### config.mk
export PLATFORM = sky130hd
export DESIGN_NAME = multi_cycle_ctrl
export DESIGN_NICKNAME = d
export VERILOG_FILES = /design/src/rtl/multi_cycle_ctrl.sv
export SDC_FILE = /design/constraint.sdc
export NUM_CORES = 1
export LEC_CHECK = 0
export CAP_MARGIN = 0
export CORE_MARGIN = 5
export CORE_UTILIZATION = 33
export CTS_CLUSTER_SIZE = 20
export DETAILED_ROUTE_END_ITERATION = 12
export PLACE_DENSITY_LB_ADDON = 0.25
export SYNTH_ARGS = -nofsm -noshare
export SYNTH_HDL_FRONTEND = slang
export SYNTH_SLANG_ARGS = --single-unit
### constraint.sdc
create_clock -name CLK -period 1.1 [get_ports CLK]
set_input_delay 0.165 -clock CLK [delete_from_list [all_inputs] [get_ports CLK]]
set_output_delay 0.165 -clock CLK [all_outputs]
set_load 0.005 [all_outputs]
### src/rtl/multi_cycle_ctrl.sv
// Multi-cycle CPU control unit: sequences IF/ID/EXE/MEM/WB and drives ALU, mux and write-enable controls.
// Optional build macro CTRL_INSTR_COUNT_EN adds a retired-instruction counter output (instr_count).
module multi_cycle_ctrl #(
    parameter int OPW = 6
) (
    input  logic           CLK,
    input  logic           RST,
    input  logic [OPW-1:0] opcode,
    input  logic           zero,
    output logic [2:0]     state,
    output logic           PCWre,
    output logic           IRWre,
    output logic           RegWre,
    output logic           mRD,
    output logic           mWR,
    output logic [2:0]     ALUOp,
    output logic           ALUSrcB,
    output logic           ExtSel,
    output logic           RegDst,
    output logic           DBDataSrc,
    output logic [1:0]     PCSrc
`ifdef CTRL_INSTR_COUNT_EN
    ,
    output logic [31:0]    instr_count
`endif
);

    localparam logic [2:0] ST_IF    = 3'b000;
    localparam logic [2:0] ST_ID    = 3'b001;
    localparam logic [2:0] ST_EXE_M = 3'b010;
    localparam logic [2:0] ST_MEM   = 3'b011;
    localparam logic [2:0] ST_WB_L  = 3'b100;
    localparam logic [2:0] ST_EXE_B = 3'b101;
    localparam logic [2:0] ST_EXE_R = 3'b110;
    localparam logic [2:0] ST_WB_R  = 3'b111;

    localparam logic [OPW-1:0] OP_ADD  = OPW'(6'b000000);
    localparam logic [OPW-1:0] OP_SUB  = OPW'(6'b000001);
    localparam logic [OPW-1:0] OP_ADDI = OPW'(6'b000010);
    localparam logic [OPW-1:0] OP_OR   = OPW'(6'b010000);
    localparam logic [OPW-1:0] OP_AND  = OPW'(6'b010001);
    localparam logic [OPW-1:0] OP_ORI  = OPW'(6'b010010);
    localparam logic [OPW-1:0] OP_XOR  = OPW'(6'b010011);
    localparam logic [OPW-1:0] OP_SW   = OPW'(6'b110000);
    localparam logic [OPW-1:0] OP_LW   = OPW'(6'b110001);
    localparam logic [OPW-1:0] OP_BEQ  = OPW'(6'b110100);
    localparam logic [OPW-1:0] OP_J    = OPW'(6'b111000);
    localparam logic [OPW-1:0] OP_HALT = OPW'(6'b111111);

    localparam logic [2:0] ALU_ADD = 3'b000;
    localparam logic [2:0] ALU_SUB = 3'b001;
    localparam logic [2:0] ALU_OR  = 3'b011;
    localparam logic [2:0] ALU_AND = 3'b100;
    localparam logic [2:0] ALU_XOR = 3'b110;

    logic [2:0] state_reg;
    logic [2:0] state_next;

    // Opcode decode (the IR holds opcode stable for the whole instruction)
    logic       is_add, is_sub, is_addi, is_or, is_and, is_ori, is_xor;
    logic       is_sw, is_lw, is_beq, is_j, is_halt;
    logic       is_alu_instr;
    logic       is_mem_instr;
    logic [2:0] alu_r_op;

    always_comb begin
        is_add  = (opcode == OP_ADD);
        is_sub  = (opcode == OP_SUB);
        is_addi = (opcode == OP_ADDI);
        is_or   = (opcode == OP_OR);
        is_and  = (opcode == OP_AND);
        is_ori  = (opcode == OP_ORI);
        is_xor  = (opcode == OP_XOR);
        is_sw   = (opcode == OP_SW);
        is_lw   = (opcode == OP_LW);
        is_beq  = (opcode == OP_BEQ);
        is_j    = (opcode == OP_J);
        is_halt = (opcode == OP_HALT);

        is_alu_instr = is_add | is_sub | is_addi | is_or | is_and | is_ori | is_xor;
        is_mem_instr = is_lw | is_sw;

        alu_r_op = ALU_ADD;
        if (is_sub) begin
            alu_r_op = ALU_SUB;
        end else if (is_or || is_ori) begin
            alu_r_op = ALU_OR;
        end else if (is_and) begin
            alu_r_op = ALU_AND;
        end else if (is_xor) begin
            alu_r_op = ALU_XOR;
        end
    end

    // Next-state logic; unknown opcodes fall through ID back to IF as a NOP
    always_comb begin
        state_next = ST_IF;
        case (state_reg)
            ST_IF: state_next = ST_ID;
            ST_ID: begin
                if (is_halt) begin
                    state_next = ST_ID;
                end else if (is_alu_instr) begin
                    state_next = ST_EXE_R;
                end else if (is_mem_instr) begin
                    state_next = ST_EXE_M;
                end else if (is_beq) begin
                    state_next = ST_EXE_B;
                end else begin
                    state_next = ST_IF;
                end
            end
            ST_EXE_R: state_next = ST_WB_R;
            ST_WB_R:  state_next = ST_IF;
            ST_EXE_M: state_next = ST_MEM;
            ST_MEM:   state_next = is_lw ? ST_WB_L : ST_IF;
            ST_WB_L:  state_next = ST_IF;
            ST_EXE_B: state_next = ST_IF;
            default:  state_next = ST_IF;
        endcase
    end

    always_ff @(posedge CLK) begin
        if (RST) begin
            state_reg <= ST_IF;
        end else begin
            state_reg <= state_next;
        end
    end

    // Raw controls before the reset gate
    logic       pcwre_raw, irwre_raw, regwre_raw, mrd_raw, mwr_raw;
    logic [2:0] aluop_raw;
    logic       alusrcb_raw, extsel_raw, regdst_raw, dbdatasrc_raw;
    logic [1:0] pcsrc_raw;

    always_comb begin
        pcwre_raw     = 1'b0;
        irwre_raw     = (state_reg == ST_IF);
        regwre_raw    = (state_reg == ST_WB_R) || (state_reg == ST_WB_L);
        mrd_raw       = (state_reg == ST_MEM) && is_lw;
        mwr_raw       = (state_reg == ST_MEM) && is_sw;
        dbdatasrc_raw = (state_reg == ST_WB_L);
        aluop_raw     = ALU_ADD;
        pcsrc_raw     = 2'b00;

        alusrcb_raw   = is_addi | is_ori | is_lw | is_sw;
        extsel_raw    = ~is_ori;
        regdst_raw    = is_add | is_sub | is_or | is_and | is_xor;

        case (state_reg)
            ST_ID: begin
                // j and NOP retire here; halt never advances the PC
                pcwre_raw = ~(is_halt | is_alu_instr | is_mem_instr | is_beq);
                if (is_j) begin
                    pcsrc_raw = 2'b10;
                end
            end
            ST_EXE_R: aluop_raw = alu_r_op;
            ST_WB_R: begin
                aluop_raw = alu_r_op;
                pcwre_raw = 1'b1;
            end
            ST_EXE_M: aluop_raw = ALU_ADD;
            ST_MEM:   pcwre_raw = is_sw;
            ST_WB_L:  pcwre_raw = 1'b1;
            ST_EXE_B: begin
                aluop_raw = ALU_SUB;
                pcwre_raw = 1'b1;
                pcsrc_raw = zero ? 2'b01 : 2'b00;
            end
            default: begin
                aluop_raw = ALU_ADD;
            end
        endcase
    end

    // Reset forces every output low in the same cycle so an aborted instruction writes nothing
    always_comb begin
        state     = RST ? 3'b000 : state_reg;
        PCWre     = ~RST & pcwre_raw;
        IRWre     = ~RST & irwre_raw;
        RegWre    = ~RST & regwre_raw;
        mRD       = ~RST & mrd_raw;
        mWR       = ~RST & mwr_raw;
        ALUOp     = RST ? 3'b000 : aluop_raw;
        ALUSrcB   = ~RST & alusrcb_raw;
        ExtSel    = ~RST & extsel_raw;
        RegDst    = ~RST & regdst_raw;
        DBDataSrc = ~RST & dbdatasrc_raw;
        PCSrc     = RST ? 2'b00 : pcsrc_raw;
    end

`ifdef CTRL_INSTR_COUNT_EN
    logic [31:0] instr_count_reg;

    always_ff @(posedge CLK) begin
        if (RST) begin
            instr_count_reg <= 32'd0;
        end else if (PCWre) begin
            instr_count_reg <= instr_count_reg + 32'd1;
        end
    end

    assign instr_count = instr_count_reg;
`endif

endmodule

==> results.yml, run 1 <==
floorplanning:
  die_w_um: 48.1
  ios: 26
  initial_utilization_pct: 35.8
  floorplan.rows: 13
  die_y_um: 48.1
placement:
  place_area_um2: 992
  hpwlAfterDp_um: 1560
  routabilityCongestion: 0.823
  port_buffers: 25
clock_network:
  htreeDepth: 1
  root_buffer: "clkbuf_4"
  numClockSinks: 3
  numCtsBuffers: 3
  ctsHoldBuffers: 0
  clock_path_buffers: 2
status:
  lastStage: "5_1_grt"
  firstError: "[ERROR DPL-0038] Utilization greater than 100%, impossible to legalize"
  status: "aborted with a tool error"
yosys:
  ys_warn_count: 0
  synth_top_cell_area_share_pct: 12.6
  ys_types: 29
  synth_edf_count: 0
  syn_area_um2: 478
  synth.area.top_cells: "dfxtp_1 (13%), nor2_1 (10%), nor3_1 (9.4%)"
  synth_cells: 76
  synth_seq_cells: 3
  avgSynthCellArea_um2: 6.29
  async_flop_share_pct: 0
  yosysMostFrequentCell: "nor2_1"
  yosys-top-cells-count: "nor2_1 (13), nor3_1 (9), nand2_1 (7), inv_1 (5), nor2b_1 (5)"
  ys.flop_type: "dfxtp_1"
  yosys.area.top_type: "dfxtp_1"
  yosysSeqAreaShare_pct: 12.6
  synth_nets: 85
grt:
  grt_max_degree: 9
sta:
  worst-endpoint-pin-kind: "output port"
  crit_endpoint: "mRD"
[cell families after synthesis]
| kind of cell | after synthesis | synth area share (%) |
|---|---|---|
| simple gates | 45 | 47.4 |
| flops | 3 | 12.6 |
| buf+inv | 11 | 10.7 |
| compound gates | 17 | 29.3 |
[through the flow]
stage / setup WS, ns / TNS [ns] / instances / hold slack, ns
after floorplan: 0.0101 / 0 / 76 / 0.435
after global placement: -0.963 / -14.57 / 145 / 0.713
after detailed placement: -1.02 / -15.21 / 145 / 0.739
after CTS: -0.267 / -2.54 / 164 / 0.396
[timing repair]
item / CTS
gates resized for setup: 156
pin swaps: 26
setup buffers: 17
endpoints found under the setup margin: 20
==> run 2: changes to the inputs <==
Settings changed: CORE_AREA from default to 5 5 66 68, CORE_MARGIN 5 to default, CORE_UTILIZATION 33 to default, CTS_CLUSTER_SIZE 20 to default, DIE_AREA from default to 0 0 71 73, PLACE_DENSITY_LB_ADDON 0.25 to 0.15.
Clock period 1.1 ns to 1.4 ns, I/O delays scaled along.
==> run 2 against run 1 <==
Against the previous run:
- the flow now finishes, with violations (negative setup slack)
- synthesized cell count unchanged
- synthesized area is the same
==> results.yml, run 2 <==
pwr:
  internal_power_mw: 0.400
  p_seq_share_pct: 16.4
  power_frac_clock_pct: 45.0
  power.leakage_nw: 0.536
  p_sw_share_pct: 29.4
  irDropWorstVdd_mv: 0.154
  pwr-share-comb_pct: 38.7
  pwr_density_cell_nw_per_um2: 502
  power.switching_mw: 0.167
sta:
  hold_slack_ns: 0.419
  fin_worst_skew_ns: 0.00469
  setup_viol: 1
  fmax_ghz: 0.701
  hold_viol: 0
  post-route-period-util_pct: 102
  fin_ws_ns: -0.0258
  maxSlewViolCount: 0
  rsz0062_at_grt: "true"
  post-route-min-period_ns: 1.43
  worst_slew_pin_slew_ns: 0.267
  slew_headroom_pct: 82.1
drt:
  drt_first_pass_iters: 4
  ant_nets: 0
  wl_um: 2200
  highest_layer: "met4"
  wl_met2_um: 1090
  dr.first_iter.drc_count: 32
  via_per_inst: 3.98
  num_vias: 748
  wl_met1_um: 986
  drc: 0
  routedWlPerCell_um: 11.7
  wl_met3_um: 104
yosys:
  synth.area.top_cells: "dfxtp_1 (13%), nor2_1 (10%), nor3_1 (9.4%)"
  synth_nets: 85
  avgSynthCellArea_um2: 6.29
  yosysSeqAreaShare_pct: 12.6
  ys_warn_count: 0
  async_flop_share_pct: 0
  syn_area_um2: 478
  yosys-top-cells-count: "nor2_1 (13), nor3_1 (9), nand2_1 (7), inv_1 (5), nor2b_1 (5)"
  synth_edf_count: 0
  yosys.area.top_type: "dfxtp_1"
  synth_cells: 76
  ys_types: 29
  yosysMostFrequentCell: "nor2_1"
  synth_seq_cells: 3
  ys.flop_type: "dfxtp_1"
  synth_top_cell_area_share_pct: 12.6
grt:
  antenna_found_initial: 0
  grt_max_degree: 8
  grt_overflow_total: 0
  grt_usage_pct: 9.27
  grt_pass1_wl_um: 3850
  grt_pass1_vias: 803
setup_path:
  r2r-end: "state_reg[2]$_SDFF_PP0_"
  path_class: "flip-flop to output pin"
  r2r_start: "state_reg[2]$_SDFF_PP0_"
  worstPathArrival_ns: 1.22
  end_kind: "output pin"
  critPathMaxFanout: 5
  cp-start-kind: "flip-flop"
  reg2reg_setup_slack_ns: 0.15
  required_ns: 1.19
  reg2reg_depth: 7
hold_path:
  holdPathStages: 4
  worstHoldStart: "opcode[1]"
  holdPathEnd: "state_reg[1]$_SDFF_PP0_"
  hp-class: "input port to flip-flop"
placement:
  place_inst: 175
  hpwlAfterDp_um: 1730
  dp_worst_setup_slack_ns: -0.905
  port_buffers: 25
  routabilityCongestion: 0.799
cells_and_area:
  final_common_cell: "buf_4"
  largest_reg_flops: 3
  n_antenna_cell: 0
  layout_common_cells: "buf_4 (29), buf_2 (13), buf_6 (11), nor2_1 (9), nand2_1 (7)"
  final_cells: 188
  num-fill-cells: 440
  area_growth_pct: 136
  nets: 148
  final_util_pct: 29.7
  drive_gt1_share_pct: 60.1
clock_network:
  clock_path_buffers: 2
  cts_tree: "done"
  numClockSinks: 3
  clock_latency_ns: 0.22
  numCtsBuffers: 3
  root_buffer: "clkbuf_8"
  clk_pin_slew_ns: 0.03
  htreeDepth: 1
floorplanning:
  initial_utilization_pct: 12.6
  floorplan.rows: 23
  die_y_um: 73
  core_um2: 3800
  ios: 26
  die_w_um: 71
  die_area_um2: 5180
status:
  violations: "negative setup slack"
  status: "finished with violations"
run:
  maxCapViolCount: 0
[run 2: cell counts after synthesis]
Identical to the previous run, type by type.
[run 2: critical path: stages, from the launching register on]
cell	delay, ns
dfxtp_4	0.37
buf_6	0.13
a31oi_1	0.07
o32ai_1	0.26
clkbuf_2	0.16
[run 2: power groups by stage]
stage	Combinational (mW)	Sequential, mW	Clock (mW)
floorplan	0.0812	0.0950	0
detailed placement	0.197	0.0963	0
global placement	0.198	0.0963	0
finish	0.219	0.0927	0.255
CTS	0.211	0.0923	0.256
global route	0.243	0.0937	0.267
[run 2: stage by stage]
| stage | total power, mW | TNS, ns | area, µm² |
|---|---|---|---|
| global placement | 0.294 | -11.35 | 983 |
| detailed placement | 0.293 | -11.26 | 983 |
| floorplan | 0.176 | 0 | 478 |
| global route | 0.604 | -0.440 | 1130 |
| CTS | 0.560 | -0.153 | 1100 |
| finish | 0.567 | -0.0258 | 1130 |
[run 2: layout make-up]
type / instances / area, µm² / share of cell area [%]
Inverter: 5 / 18.8 / 1.66
Timing Repair Buffer: 64 / 489 / 43.3
Tap cell: 50 / 62.6 / 5.54
Multi-Input combinational cell: 62 / 444 / 39.4
Sequential cell: 3 / 68.8 / 6.10
Clock buffer: 4 / 45.0 / 3.99
[run 2: per-layer routing]
layer  track usage [%]  vias to the layer above
met3              2.07                        2
met1              11.0                      329
li1                  -                      402
met4              3.13                        0
met2              16.5                       15
met5                 0                        -
[run 2: how the worst max path moves through the flow]
stage                                        from    end  slack (ns)  cells past startpoint
after floorplan                         opcode[4]  PCWre        0.15                      5
after global placement                  opcode[1]  PCWre       -0.87                      7
after detailed placement                opcode[5]  PCWre       -0.91                      6
after CTS                 state_reg[1]$_SDFF_PP0_  PCWre       -0.15                      4
after global routing      state_reg[2]$_SDFF_PP0_    mWR        -0.1                      5
final                     state_reg[1]$_SDFF_PP0_  PCWre       -0.03                      4
[run 2: cell families (layout without fill, tap and decap cells)]
group                  after synthesis  count (layout)  share of synthesized area (%)
AOI/OAI and AO/OA                   17              17                           29.3
buffers and inverters               11              73                           10.7
DFF                                  3               3                           12.6
and+or+nand+nor                     45              45                           47.4
[run 2: what timing repair did]
action | CTS | global route
setup buffers | 8 | 2
endpoints found under the setup margin | 19 | 12
resized for setup | 96 | 20
hold buffers | 0 | 0
endpoints found under the hold margin | 0 | 0
pin swaps | 13 | 9
(Power assumes the default switching activity.)
==> run 3: changes to the inputs <==
Settings changed: GPL_TIMING_DRIVEN from default to 0, RECOVER_POWER from default to 100.
==> run 3 against run 2 <==
Against the previous run:
- the flow still finishes with violations (negative setup slack)
- cell count fell by 6.9%
- first-iteration DRC count decreased by 22%
- critical path type unchanged
- clock skew decreased by 0.0013 ns
- largest power group unchanged
==> results.yml, run 3 (synthesized netlist as in run 2, its figures left out) <==
status:
  status: "finished with violations"
  violations: "negative setup slack"
pwr:
  power.leakage_nw: 0.486
  power.switching_mw: 0.180
  p_sw_share_pct: 31.2
  pwr-share-comb_pct: 39.2
  internal_power_mw: 0.398
  irDropWorstVdd_mv: 0.151
  p_seq_share_pct: 16.1
  pwr_density_cell_nw_per_um2: 522
  power_mw: 0.578
  power_frac_clock_pct: 44.6
drt:
  num_vias: 739
  via_per_inst: 4.22
  ant_nets: 0
  routedWlPerCell_um: 13.2
  dr.first_iter.drc_count: 25
  wl_um: 2310
  drc: 0
  drt_first_pass_iters: 4
clock_network:
  clk_pin_slew_ns: 0.03
  numCtsBuffers: 3
  numClockSinks: 3
  htreeDepth: 1
  cts_tree: "done"
  clock_latency_ns: 0.22
  clock_path_buffers: 2
  root_buffer: "clkbuf_8"
sta:
  slew_headroom_pct: 80.9
  rsz0062_at_grt: "true"
  post-route-period-util_pct: 102
  setup-tns-final_ns: -0.0315
  worst_slew_pin_slew_ns: 0.286
  hold_viol: 0
  fin_ws_ns: -0.0270
  maxSlewViolCount: 0
  setup_viol: 2
  post-route-min-period_ns: 1.43
  fmax_ghz: 0.701
  fin_worst_skew_ns: 0.00337
placement:
  dp_worst_setup_slack_ns: -0.946
  routabilityCongestion: 0.739
  port_buffers: 21
  hpwlAfterDp_um: 1490
cells_and_area:
  nets: 135
  layout_common_cells: "buf_4 (22), buf_2 (11), nor2_1 (9), nand2_1 (6), buf_6 (5)"
  n_antenna_cell: 0
  final_common_cell: "buf_4"
  area_growth_pct: 132
  drive_gt1_share_pct: 60.8
  largest_reg_flops: 3
floorplanning:
  core_um2: 3800
  die_w_um: 71
  die_area_um2: 5180
  floorplan.rows: 23
  initial_utilization_pct: 12.6
  ios: 26
  die_y_um: 73
grt:
  top_usage_layer: "met2"
  grt_pass1_vias: 716
  grt_max_degree: 11
  grtUsageMet2_pct: 15.3
  globalRouteMet3Util_pct: 1.52
  grt_pass1_wl_um: 3590
  antenna_found_initial: 0
  met1_usage_pct: 10.4
  grt_overflow_total: 0
  grt_usage_pct: 8.73
setup_path:
  path_class: "flip-flop to output pin"
  end_kind: "output pin"
  required_ns: 1.19
  critPathMaxFanout: 5
  worstPathArrival_ns: 1.22
  cp-start-kind: "flip-flop"
hold_path:
  hp-class: "input port to flip-flop"
run:
  maxCapViolCount: 0
-- run 3: cell count changes in the layout (fill, tap and decap cells not counted), moves of 2 or more --
cell     delta
buf_2       -2
buf_4       -7
buf_6       -6
nor2b_2     -2
nor2b_4     +2
nor3_4      +2
-- run 3: path summary, 6_finish.rpt --
kind	start	endpoint	slack, ns	cells past startpoint
worst min register to register	state_reg[1]$_SDFF_PP0_	state_reg[0]$_SDFF_PP0_	0.65	3
worst min-delay path	opcode[1]	state_reg[1]$_SDFF_PP0_	0.43	4
worst max-delay path	state_reg[1]$_SDFF_PP0_	PCWre	-0.03	4
worst max register to register	state_reg[1]$_SDFF_PP0_	state_reg[0]$_SDFF_PP0_	0.24	5
-- run 3: repair_timing --
action,CTS,global route
gates cloned,1,0
hold endpoints to repair,0,0
pin swaps,8,12
resized for setup,88,32
setup buffers,16,7
hold buffers,0,0
endpoints found under the setup margin,18,13
-- run 3: cell type report --
| type | count | area (µm²) |
|---|---|---|
| plain buffers | 6 | 53.8 |
| clock buffers | 4 | 45.0 |
| fillers | 433 | 2690 |
| inverters | 5 | 21.3 |
| multi-input cells | 62 | 507 |
| flip-flops and latches | 3 | 71.3 |
| well taps | 50 | 62.6 |
| repair buffers | 45 | 347 |
-- run 3: worst max-delay path, cell delays in order, from the launching register on --
cell and delay [ns]:
dfxtp_4 0.37, clkbuf_8 0.15, a31oi_1 0.08, o32ai_2 0.24
buf_2 0.15
-- run 3: power groups by stage --
stage / sequential [mW] / clock (mW) / combinational [mW]
6_report: 0.0933 / 0.258 / 0.227
3_3_place_gp: 0.0974 / 0 / 0.137
5_1_grt: 0.0940 / 0.273 / 0.248
3_5_place_dp: 0.0975 / 0 / 0.137
2_1_floorplan: 0.0950 / 0 / 0.0812
4_1_cts: 0.0941 / 0.262 / 0.198
-- run 3: metal layers --
layer,wire (µm),share of wire [%]
met5,0,0
met3,101,4.4
met4,38,1.6
met2,1180,51
met1,991,43
-- run 3: per-stage QoR --
step	cell area, µm²	instances	util [%]	hold WS [ns]
2_1_floorplan	478	76	-	0.477
3_3_place_gp	751	147	19.8	0.584
3_5_place_dp	751	147	19.8	0.598
4_1_cts	985	168	25.9	0.466
5_1_grt	1110	175	29.2	0.496
6_report	1110	175	29.2	0.428
